`config.mk`:
```
export PLATFORM = sky130hd
export DESIGN_NAME = alu36_flat
export DESIGN_NICKNAME = d
export VERILOG_FILES = /design/src/rtl/alu36_if.sv /design/src/rtl/alu36.sv /design/src/flat_wrapper.sv
export SDC_FILE = /design/constraint.sdc
export NUM_CORES = 1
export LEC_CHECK = 0
export CAP_MARGIN = 40
export CORE_ASPECT_RATIO = 0.9
export CORE_MARGIN = 3
export CORE_UTILIZATION = 34
export DETAILED_ROUTE_END_ITERATION = 8
export GPL_TIMING_DRIVEN = 0
export PLACE_DENSITY = 0.64
export SLEW_MARGIN = 0
export SYNTH_ARGS = -nofsm -noshare
export SYNTH_HDL_FRONTEND = slang
export SYNTH_SLANG_ARGS = --single-unit
export TNS_END_PERCENT = 100
```
`constraint.sdc`:
```
create_clock -name clk -period 7.4 [get_ports clk]
set_clock_uncertainty 0.2 [all_clocks]
set_input_delay 1.48 -clock clk [delete_from_list [all_inputs] [get_ports clk]]
set_output_delay 1.48 -clock clk [all_outputs]
set_load 0.02 [all_outputs]
```
`src/rtl/alu36_if.sv`:
```
// rtl/alu36_if.sv - operand/result bundle for alu36; carry member exists only with ALU36_CARRY_EN
interface alu36_if;
    logic [35:0] a;
    logic [35:0] b;
    logic        sub;
    logic [35:0] sum;
    logic        sign;
    logic        ovf;
    logic        zero;
`ifdef ALU36_CARRY_EN
    logic        carry;

    modport master (output a, b, sub, input sum, sign, ovf, zero, carry);
    modport slave  (input a, b, sub, output sum, sign, ovf, zero, carry);
`else
    modport master (output a, b, sub, input sum, sign, ovf, zero);
    modport slave  (input a, b, sub, output sum, sign, ovf, zero);
`endif
endinterface

```
`src/rtl/alu36.sv`:
```
// rtl/alu36.sv - registered 36-bit add/sub on nine chained 4-bit CLA groups; ALU36_CARRY_EN adds carry-out
module alu36 (
    input  logic    clk,
    input  logic    rst_n,
    alu36_if.slave  bus
);
    logic [35:0] b_x;
    logic [35:0] gen;
    logic [35:0] prop;
    logic [36:0] c;
    logic [3:0]  g;
    logic [3:0]  p;
    logic        ci;
    logic [35:0] r;

    logic [35:0] sum_d, sum_q;
    logic        sign_d, sign_q;
    logic        ovf_d, ovf_q;
    logic        zero_d, zero_q;

    // Each group resolves its internal carries from its own g/p plus the incoming group carry
    always_comb begin
        b_x  = bus.b ^ {36{bus.sub}};
        gen  = bus.a & b_x;
        prop = bus.a ^ b_x;
        c    = '0;
        g    = '0;
        p    = '0;
        ci   = 1'b0;
        c[0] = bus.sub;
        for (int gi = 0; gi < 9; gi++) begin
            g  = gen[gi*4 +: 4];
            p  = prop[gi*4 +: 4];
            ci = c[gi*4];
            c[gi*4+1] = g[0] | (p[0] & ci);
            c[gi*4+2] = g[1] | (p[1] & g[0]) | (p[1] & p[0] & ci);
            c[gi*4+3] = g[2] | (p[2] & g[1]) | (p[2] & p[1] & g[0])
                      | (p[2] & p[1] & p[0] & ci);
            c[gi*4+4] = g[3] | (p[3] & g[2]) | (p[3] & p[2] & g[1])
                      | (p[3] & p[2] & p[1] & g[0])
                      | (p[3] & p[2] & p[1] & p[0] & ci);
        end
        r = prop ^ c[35:0];
    end

    always_comb begin
        sum_d  = r;
        sign_d = r[35];
        ovf_d  = (bus.a[35] == b_x[35]) && (r[35] != bus.a[35]);
        zero_d = (r == 36'd0);
    end

    always_ff @(posedge clk) begin
        if (!rst_n) begin
            sum_q  <= '0;
            sign_q <= 1'b0;
            ovf_q  <= 1'b0;
            zero_q <= 1'b1;
        end else begin
            sum_q  <= sum_d;
            sign_q <= sign_d;
            ovf_q  <= ovf_d;
            zero_q <= zero_d;
        end
    end

    assign bus.sum  = sum_q;
    assign bus.sign = sign_q;
    assign bus.ovf  = ovf_q;
    assign bus.zero = zero_q;

`ifdef ALU36_CARRY_EN
    logic carry_d, carry_q;

    always_comb begin
        carry_d = c[36];
    end

    always_ff @(posedge clk) begin
        if (!rst_n) begin
            carry_q <= 1'b0;
        end else begin
            carry_q <= carry_d;
        end
    end

    assign bus.carry = carry_q;
`endif
endmodule

```
`src/flat_wrapper.sv`:
```
// flat-port wrapper written by rule: the top's interface ports become plain ports
module alu36_flat 
  (clk, rst_n, bus_a, bus_b, bus_sub, bus_sum, bus_sign, bus_ovf, bus_zero);
  alu36_if bus_i ();
  input  logic clk;
  input  logic rst_n;
  input wire logic [$bits(bus_i.a)-1:0] bus_a;
  input wire logic [$bits(bus_i.b)-1:0] bus_b;
  input wire logic [$bits(bus_i.sub)-1:0] bus_sub;
  output wire logic [$bits(bus_i.sum)-1:0] bus_sum;
  output wire logic [$bits(bus_i.sign)-1:0] bus_sign;
  output wire logic [$bits(bus_i.ovf)-1:0] bus_ovf;
  output wire logic [$bits(bus_i.zero)-1:0] bus_zero;
  assign bus_i.a = bus_a;
  assign bus_i.b = bus_b;
  assign bus_i.sub = bus_sub;
  assign bus_sum = bus_i.sum;
  assign bus_sign = bus_i.sign;
  assign bus_ovf = bus_i.ovf;
  assign bus_zero = bus_i.zero;
  alu36 u_core (.clk(clk), .rst_n(rst_n), .bus(bus_i));
endmodule
```
==> flow_summary.json <==
{
  "status": "finished, final reports clean",
  "placed_cells": 593,
  "grtUsageMet1_pct": 24.6,
  "synthSimpleGateAreaFrac_pct": 20.1,
  "start_util_pct": 35.2,
  "slew_headroom_pct": 62.0,
  "synthAdderAreaFrac_pct": 18.5,
  "instances_no_fill": 601,
  "ant_nets": 0,
  "synth_cell_type_count": 57,
  "clk_pin_slew_ps": 80,
  "grt_max_degree": 14,
  "firstDrtPassIters": 4,
  "detail_route.wl_per_cell_um": 15.0,
  "use_met2_pct": 26.4,
  "num_rows": 33,
  "end_kind": "flop",
  "worstPathMaxFanout": 10,
  "cpMaxStageDelayCell": "fa_1",
  "place_hpwl_um": 7440,
  "powerDensity_mw_per_mm2": 204,
  "fin_util_pct": 50.6,
  "synth_enable_flop_cells": 0,
  "drv_cap": 0,
  "portBuffers": 111,
  "antenna_found_initial": 0,
  "detail_route.vias_per_cell": 4.85,
  "synth_top_family_by_area": "simple AND/OR/NAND/NOR gates",
  "synth_xor_xnor_area_share_pct": 16.0,
  "fp.dieArea_mm2": 0.0107,
  "worstPathRequired_ps": 7430,
  "finalSetupTns_ps": 0,
  "fin_crit_sh_pct": 92.0,
  "syn_area_mm2": 0.00323,
  "fillers": 867,
  "seqCellArea_um2": 761,
  "syn_area_per_cell_um2": 8.97,
  "drive_gt1_share_pct": 6.89,
  "grt_usage_pct": 17.2,
  "die_h_um": 98.5,
  "synth_compound_area_share_pct": 16.4,
  "hold_viol": 0,
  "cts_tree": "built",
  "rsz0062_at_grt": "false",
  "num_antenna_cells": 0,
  "hold_depth": 2,
  "drv_slew": 0,
  "cts_max_level": 2,
  "fp.dieW_um": 109,
  "cpPeakStageDelay_ps": 570,
  "power.total_uw": 945,
  "clockBufferDepth": 2,
  "grt-busiest-layer": "met2",
  "worst_slew_pin_slew_ps": 570,
  "cts_setup_buffers": 0,
  "grt_first_pass_wirelength_um": 14400,
  "p_leak_uw": 0.00193,
  "setup_viol_count_final": 0,
  "critPathArrivalTime_ps": 6840,
  "fin_area_mm2": 0.00464,
  "ctsRootBufferMaster": "clkbuf_8",
  "drc": 0,
  "gp_congestion": 0.862,
  "ios": 114,
  "ir_worst_vdd_v": 0.0000961,
  "fmax_mhz": 147,
  "num_vias": 2914,
  "synthCells": 360,
  "dpl_cell_area_mm2": 0.00449,
  "fin_crit_ps": 6800,
  "layout.nets": 596,
  "yosysWarnings": 0,
  "muxShareOfSynthArea_pct": 1.28,
  "drt_iter0_drc": 101,
  "grt_pass1_vias": 3017,
  "criticalPathCategory": "input port to flop",
  "cp_cell_sequence": "buf_6, clkbuf_2, clkbuf_2, xor2_1, ha_1, nand4_1, o21ai_0, a2111oi_2, nor4bb_1, nor3_2, a21oi_2, and2_1, o21ai_0, nor2b_1, fa_1, nand4_1, a211oi_1, nand4_1, nor3_1, o2111ai_1, a2111oi_4, o2111ai_1, o21ai_1",
  "startpoint_type": "input port",
  "seq_area_frac_synth_pct": 23.6,
  "multi_input_area_mm2": 0.00233,
  "syn2layout_area_growth_pct": 43.5,
  "synth_flop_cell": "dfxtp_1",
  "cts_made_buffers": 5,
  "clock_sinks": 38,
  "synth-seq-cells": 38,
  "grt_overflow": 0,
  "synth_fp_nets": 478,
  "cpMostUsedCell": "nand4_1",
  "async_reset_ff_share_pct": 0,
  "finalWirelength_um": 8990,
  "core_area_mm2": 0.00917,
  "hold_path_class": "input port to flop",
  "use_met3_pct": 3.41
}
kinds of logic after synthesis:
family,after synthesis
buffers and inverters,33
adders and majority gates,43
and+or+nand+nor,115
muxes,4
xor gates and xnor gates,59
DFF,38
AOI/OAI and AO/OA,68
cells in the final DEF, fill, tap and decap left out, drive strengths merged, types with 3 or more instances in the layout:
cell type and n:
fa 8, a211o 4, and2 23, dfxtp 38, clkdlybuf4s50 111, a31oi 3
a2111oi 4, xnor2 19, o21ai 14, nand2 12, nor3 11, nor2b 14
inv 21, xor2 40, a21oi 15, mux2i 3, and3 4, ha 35
a21o 6, or3 5, nor2 24, clkbuf 15, a211oi 4, nand4 5
nor3b 3, nor4 4
worst max-delay path, delay by kind of cell:
| family | cells | cell delay, ps |
|---|---|---|
| AO/OA/AOI/OAI | 9 | 1900 |
| AND/OR/NAND/NOR | 8 | 1580 |
| adder cells (fa/ha/maj) | 2 | 940 |
| buffers and inverters | 3 | 680 |
| XOR/XNOR | 1 | 240 |
final timing paths:
check  slack, ps            endpoint  startpoint
max          600     u_core.bus.zero     bus_sub
min         1430  u_core.bus.sum[16]       rst_n
repair_timing:
item,CTS,global route
endpoints found under the setup margin,1,1
pin swaps,0,0
hold buffers,0,0
resized for setup,1,7
where the power goes:
| group | total, µW | internal [µW] | leakage (µW) | switching (µW) |
|---|---|---|---|---|
| Sequential | 254 | 242 | 0.000317 | 11.9 |
| Combinational | 470 | 229 | 0.00155 | 242 |
| Clock | 221 | 135 | 0.0000683 | 85.3 |
| Total | 945 | 606 | 0.00193 | 339 |
cell type report:
type	instances	share of cell area [%]
multi-input cells	289	50.3
repair buffers	111	24.0
well taps	122	3.29
clock inverters	3	1.48
plain buffers	12	1.35
inverters	21	1.70
clock buffers	5	1.48
flip-flops and latches	38	16.4
registers in the layout (all words and copies together) (netlist names):
signal,flops
u_core.bus.sum,36
u_core.bus.ovf,1
u_core.bus.zero,1
stage by stage:
stage / setup WS (ps) / hold slack (ps)
4_1_cts: 10.7 / 1420
3_5_place_dp: -319 / 1740
2_1_floorplan: 1070 / 1470
3_3_place_gp: -223 / 1740
6_report: 595 / 1430
5_1_grt: 56.8 / 1450
per-layer routing:
layer / up-vias / routed length, µm
li1: 1488 / -
met2: 106 / 3950
met5: - / 0
met3: 12 / 617
met1: 1308 / 4290
met4: 0 / 128
Yosys cell counts, drive strengths merged, types with 5 or more instances:
| library cell | number | area (µm²) |
|---|---|---|
| nand2 | 12 | 45.0 |
| nand4 | 5 | 31.3 |
| xor2 | 40 | 350 |
| a21oi | 15 | 82.6 |
| clkbuf | 10 | 38.8 |
| and2 | 23 | 144 |
| a21o | 6 | 45.0 |
| inv | 21 | 78.8 |
| nor2 | 24 | 95.1 |
| ha | 35 | 438 |
| fa | 8 | 160 |
| o21ai | 14 | 70.1 |
| nor3 | 11 | 65.1 |
| xnor2 | 19 | 166 |
| nor2b | 14 | 87.6 |
| dfxtp | 38 | 761 |
| or3 | 5 | 36.3 |
No activity file was read; power rests on OpenSTA's default activity.
